## src/rtl/hazard_control_unit_pkg.sv

```systemverilog
// Shared pipeline definitions for the hazard controller and forwarding_unit.
package hazard_control_unit_pkg;

   localparam int unsigned REG_ADDR_W = 3;

   typedef enum logic [1:0] {
      RUN        = 2'd0,
      LOAD_STALL = 2'd1,
      MUL_WAIT   = 2'd2,
      FLUSH      = 2'd3
   } hcu_state_e;

endpackage

```

## src/rtl/hazard_control_unit_compare.sv

```systemverilog
// Combinational load-use detection: the load in EX writes a register read by ID.
module hazard_compare #(
   parameter int unsigned REG_ADDR_W = 3
) (
   input  logic [REG_ADDR_W-1:0] if_id_rs,
   input  logic [REG_ADDR_W-1:0] if_id_rt,
   input  logic [REG_ADDR_W-1:0] id_ex_rt,
   input  logic                  id_ex_mem_read,
   output logic                  load_use
);

   always_comb begin
      load_use = id_ex_mem_read & ((id_ex_rt == if_id_rs) | (id_ex_rt == if_id_rt));
   end

endmodule

```

## src/rtl/hazard_control_unit.sv

```systemverilog
// Pipeline sequencing: load-use stalls, multiply stalls, branch flushes and a
// saturating stall-cycle counter. Outputs are Mealy so hazards act in the detection cycle.
module hazard_control_unit
   import hazard_control_unit_pkg::*;
#(
   parameter int unsigned REG_ADDR_W      = hazard_control_unit_pkg::REG_ADDR_W,
   parameter int unsigned MUL_LATENCY     = 4,
   parameter int unsigned LOAD_USE_STALLS = 1,
   parameter int unsigned FLUSH_CYCLES    = 2,
   parameter int unsigned STALL_CNT_W     = 16
) (
   input  logic                   clk,
   input  logic                   reset,
   input  logic [REG_ADDR_W-1:0]  if_id_rs,
   input  logic [REG_ADDR_W-1:0]  if_id_rt,
   input  logic [REG_ADDR_W-1:0]  id_ex_rt,
   input  logic                   id_ex_mem_read,
   input  logic                   id_ex_mul_start,
   input  logic                   ex_branch_taken,
   output logic                   pc_write,
   output logic                   if_id_write,
   output logic                   id_ex_write,
   output logic                   if_id_flush,
   output logic                   id_ex_flush,
   output logic                   ex_mem_bubble,
   output logic                   mul_busy,
   output logic [STALL_CNT_W-1:0] stall_cycles
);

   localparam int unsigned CNT_W = ($clog2(MUL_LATENCY) < 2) ? 2 : $clog2(MUL_LATENCY);

   hcu_state_e       state;
   logic [CNT_W-1:0] cnt;
   logic             lu;

   hazard_compare #(
      .REG_ADDR_W (REG_ADDR_W)
   ) u_compare (
      .if_id_rs       (if_id_rs),
      .if_id_rt       (if_id_rt),
      .id_ex_rt       (id_ex_rt),
      .id_ex_mem_read (id_ex_mem_read),
      .load_use       (lu)
   );

   always_comb begin
      pc_write      = 1'b1;
      if_id_write   = 1'b1;
      id_ex_write   = 1'b1;
      if_id_flush   = 1'b0;
      id_ex_flush   = 1'b0;
      ex_mem_bubble = 1'b0;
      mul_busy      = 1'b0;
      if (reset) begin
         pc_write    = 1'b0;
         if_id_write = 1'b0;
         id_ex_write = 1'b0;
         if_id_flush = 1'b1;
         id_ex_flush = 1'b1;
      end else begin
         unique case (state)
            RUN: begin
               if (ex_branch_taken) begin
                  if_id_flush = 1'b1;
                  id_ex_flush = 1'b1;
               end else if (id_ex_mul_start) begin
                  pc_write      = 1'b0;
                  if_id_write   = 1'b0;
                  id_ex_write   = 1'b0;
                  ex_mem_bubble = 1'b1;
                  mul_busy      = 1'b1;
               end else if (lu) begin
                  pc_write    = 1'b0;
                  if_id_write = 1'b0;
                  id_ex_flush = 1'b1;
               end
            end
            LOAD_STALL: begin
               pc_write    = 1'b0;
               if_id_write = 1'b0;
               id_ex_flush = 1'b1;
            end
            MUL_WAIT: begin
               mul_busy = 1'b1;
               // cnt==0 is the release cycle: multiplier still busy, pipeline moves.
               if (cnt != '0) begin
                  pc_write      = 1'b0;
                  if_id_write   = 1'b0;
                  id_ex_write   = 1'b0;
                  ex_mem_bubble = 1'b1;
               end
            end
            FLUSH: begin
               if_id_flush = 1'b1;
               id_ex_flush = 1'b1;
            end
         endcase
      end
   end

   always_ff @(posedge clk) begin
      if (reset) begin
         state        <= RUN;
         cnt          <= '0;
         stall_cycles <= '0;
      end else begin
         if (!pc_write && (stall_cycles != '1)) begin
            stall_cycles <= stall_cycles + 1'b1;
         end
         case (state)
            RUN: begin
               if (ex_branch_taken) begin
                  if (FLUSH_CYCLES > 1) begin
                     state <= FLUSH;
                     cnt   <= CNT_W'(FLUSH_CYCLES - 2);
                  end
               end else if (id_ex_mul_start) begin
                  state <= MUL_WAIT;
                  cnt   <= CNT_W'(MUL_LATENCY - 2);
               end else if (lu && (LOAD_USE_STALLS > 1)) begin
                  state <= LOAD_STALL;
                  cnt   <= CNT_W'(LOAD_USE_STALLS - 2);
               end
            end
            default: begin
               if (cnt == '0) begin
                  state <= RUN;
               end else begin
                  cnt <= cnt - 1'b1;
               end
            end
         endcase
      end
   end

endmodule

```

## config.mk

```make
export PLATFORM = sky130hd
export DESIGN_NAME = hazard_control_unit
export DESIGN_NICKNAME = d
export VERILOG_FILES = /design/src/rtl/hazard_control_unit_pkg.sv /design/src/rtl/hazard_control_unit_compare.sv /design/src/rtl/hazard_control_unit.sv
export SDC_FILE = /design/constraint.sdc
export NUM_CORES = 1
export LEC_CHECK = 0
export ABC_AREA = 1
export BUFFER_PORTS_ARGS = -buffer_cell sky130_fd_sc_hd__buf_2
export CAP_MARGIN = 20
export CORE_UTILIZATION = 48
export DETAILED_ROUTE_END_ITERATION = 16
export HOLD_SLACK_MARGIN = 0.02
export PLACE_DENSITY = 0.76
export SLEW_MARGIN = 20
export SYNTH_ARGS = -nofsm -noshare
export SYNTH_HDL_FRONTEND = slang
export SYNTH_HIERARCHICAL = 1
export SYNTH_SLANG_ARGS = --single-unit
```

## constraint.sdc

```tcl
create_clock -name clk -period 1.6 [get_ports clk]
set_input_delay 0.16 -clock clk [delete_from_list [all_inputs] [get_ports clk]]
set_output_delay 0.16 -clock clk [all_outputs]
set_load 0.01 [all_outputs]
```

==> key figures <==
Worst hold path
  • Hold WC Path Type: in2reg
  • Hold endpoint: state[0]
  • Hold Crit Depth: 2
  • Worst hold path startpoint: reset

Worst setup path
  • Crit Path Max Fanout: 3
  • Startpoint types: flop
  • Critical Path RT: 1440 ps
  • Crit path kind: reg2out
  • Max incr delay on CP: 350 ps
  • Worst reg2reg path startpoint: state[1]
  • Worst R2R Path Depth: 11
  • CP arrival: between 1500 and 2000 ps
  • Nature of the critical path endpoint: primary output
  • Flop-to-flop setup slack: roughly 70 ps
  • Crit-path cells: inv_2 -> ha_4 -> nand2_2 -> or2_4 -> a21oi_4 -> a21boi_2 -> buf_2
  • Slowest stage cell, crit path: dfxtp_2
  • R2R Path End: stall_cycles[14]

STA
  • Final hold vios: 0
  • Final clock skew: 18.3 ps
  • Period utilization: 110%
  • Max Clk Rate: 568 MHz
  • Tmin final: 1760 ps
  • Final setup fails: 7
  • Post-route worst setup slack: -161 ps
  • Fin Hold WS: 127 ps
  • Pins Over Slew Limit: 0
  • Headroom to the max-slew limit: 81.7%
  • RSZ-0062 raised after global routing: true
  • Worst Max-Slew Pin Slew: 274 ps

Outcome
  • Status: finished with violations
  • Failing checks: setup timing

Routing
  • Initial DRC count: 63
  • Via Count: 1719
  • TritonRoute pass-1 iters: 4
  • DRC: 0
  • Via/cell ratio: 4.95
  • Remaining antenna violation count: 0
  • Wire per inst: 10.8 µm
  • WL final: between 3 and 4 mm

Synth
  • Post-synthesis cell type count: 28
  • Largest cells by area after synthesis: dfxtp_1 (26%), nand2_1 (16%), nor2_1 (8.4%)
  • Area leader, netlist: dfxtp_1
  • Mean Syn Cell Area: ~6.3 µm²
  • Ys Warns: 6
  • FF+latch count, synth: 20
  • Post-synthesis sequential area ratio: 26.3%
  • Syn nets: 265
  • Mapped Area: 1520 µm²
  • Cells after Synth: 243
  • Yosys top cell area share: 26.3%

Power
  • Sw Pwr: 517 µW
  • Switch share: 32.5%
  • Leakage Power: 0.000971 µW
  • Power share of the clock group: 26.8%
  • Reg power frac: roughly a third
  • PD cells: about 760 nW/µm²
  • Worst VDD drop: 0.00107 V
  • Combinational power share: 38.1%
  • Internal power: 1070 µW

Die
  • Full die area: 3400 µm²
  • Die width: around 58 µm
  • Starting density of the core: 50.3%
  • # rows: 20
  • # IOs: 37
  • Core area: 3030 µm²
  • Die Y: slightly below 60 µm

Cells and area
  • Final design utilization: 69.3%
  • Area Growth Syn to Fin: 37.8%
  • Most frequent cells in the layout: nand2_1 (62), buf_2 (36), nor2_1 (33)
  • # diodes: 0
  • Proportion of layout cells with a drive suffix above 1: between 30 and 40%
  • Commonest non-fill, non-tap cell in the layout: nand2_1
  • Nets: approximately 330

Clocking
  • Longest Clk Path Bufs: 2
  • CTS tree: done
  • CTS Buf Count: 3
  • Reg clk slew, reported paths: 110 ps
  • Clk root buf: clkbuf_4
  • CTS Sinks: 20
  • H-tree Lvls: 1
  • Skew-Pair Late Insertion Delay: 310 ps

GRT
  • Initial antenna violation count: 0
  • Grt ovf: 0
  • First-pass GRT wire length: 6.40 mm
  • Vias in the first global route: 1584
  • GRT Total Usage: 23.8%
  • Largest net degree at the start of global routing: 13

Job
  • Max Cap Violations: 0

Place
  • DP Wirelength: 2.77 mm
  • RD Place Congestion: just over 0.8
  • Port bufs: 36
layer usage:
| metal | GRT usage (%) | share of wire [%] | vias up |
|---|---|---|---|
| li1 | - | - | 891 |
| met1 | 28.4 | 45 | 787 |
| met2 | 43.7 | 50 | 35 |
| met3 | 4.18 | 3.0 | 6 |
| met4 | 6.46 | 1.2 | 0 |
| met5 | 0 | 0 | - |
synthesized netlist by cell type, drive strengths merged:
library cell / number
a211oi: 1
a21boi: 1
a21oi: 17
and2: 1
buf: 4
clkbuf: 1
dfxtp: 20
ha: 8
inv: 32
nand2: 70
nand3: 25
nand3b: 3
nand4: 6
nor2: 38
nor3: 1
o21ai: 7
or2: 2
xnor2: 4
xor2: 2
power by group through the flow:
stage	clock, µW	sequential, µW	combinational, µW
floorplan	0	572	285
global placement	0	562	461
detailed placement	0	563	468
CTS	434	554	529
global route	452	562	669
finish	426	558	605
area by class of cell:
| type | count | area, µm² |
|---|---|---|
| clock buffer | 3 | 22.5 |
| clock inverter | 1 | 30.0 |
| fill | 254 | 928 |
| inverter | 32 | 123 |
| multi-input combinational | 186 | 1090 |
| sequential | 20 | 405 |
| tap | 44 | 55.1 |
| timing repair buffer | 61 | 375 |
stage by stage:
| step | setup TNS [ps] | cell area (µm²) | setup WS, ps | total power [µW] | instances |
|---|---|---|---|---|---|
| 2_1_floorplan | 0 | 1540 | 15.5 | 857 | 243 |
| 3_3_place_gp | -12.0 | 1870 | -12.0 | 1020 | 335 |
| 3_5_place_dp | -43.4 | 1870 | -33.5 | 1030 | 335 |
| 5_1_grt | -1310 | 2100 | -257 | 1680 | 347 |
| 6_report | -662 | 2100 | -161 | 1590 | 347 |
| 4_1_cts | -742 | 1980 | -197 | 1520 | 343 |
cells by family after synthesis:
logic type / after synthesis / share of synthesized area [%]
xor+xnor: 6 / 3.45
buf+inv: 37 / 10.4
fa+ha+maj: 8 / 6.57
compound gates: 26 / 9.85
flops: 20 / 26.3
simple gates: 146 / 43.4
state kept, by name, summed over array words and instances, names as in the netlist:
signal and cells:
cnt 2, stall_cycles 16, state 2
critical path, delay by kind of cell, from the launching register on:
family | cells | cell delay (ps)
flops | 1 | 350
compound gates | 2 | 260
simple gates | 2 | 320
fa+ha+maj | 1 | 160
buf+inv | 2 | 200
worst max-delay path by stage:
stage | from | to
detailed placement | state[0] | id_ex_flush
finish | state[1] | ex_mem_bubble
global placement | state[1] | id_ex_flush
global route | state[1] | id_ex_flush
CTS | state[0] | id_ex_flush
floorplan | state[0] | ex_mem_bubble
repair_timing:
| item | 4_1_cts | 5_1_grt |
|---|---|---|
| setup buffers | 4 | 4 |
| setup endpoints to repair | 7 | 23 |
| hold buffers | 0 | 0 |
| pin swaps | 5 | 6 |
| hold endpoints to repair | 0 | 0 |
| cloned | 0 | 0 |
| gates resized for setup | 17 | 22 |
No activity file was read; power rests on OpenSTA's default activity.
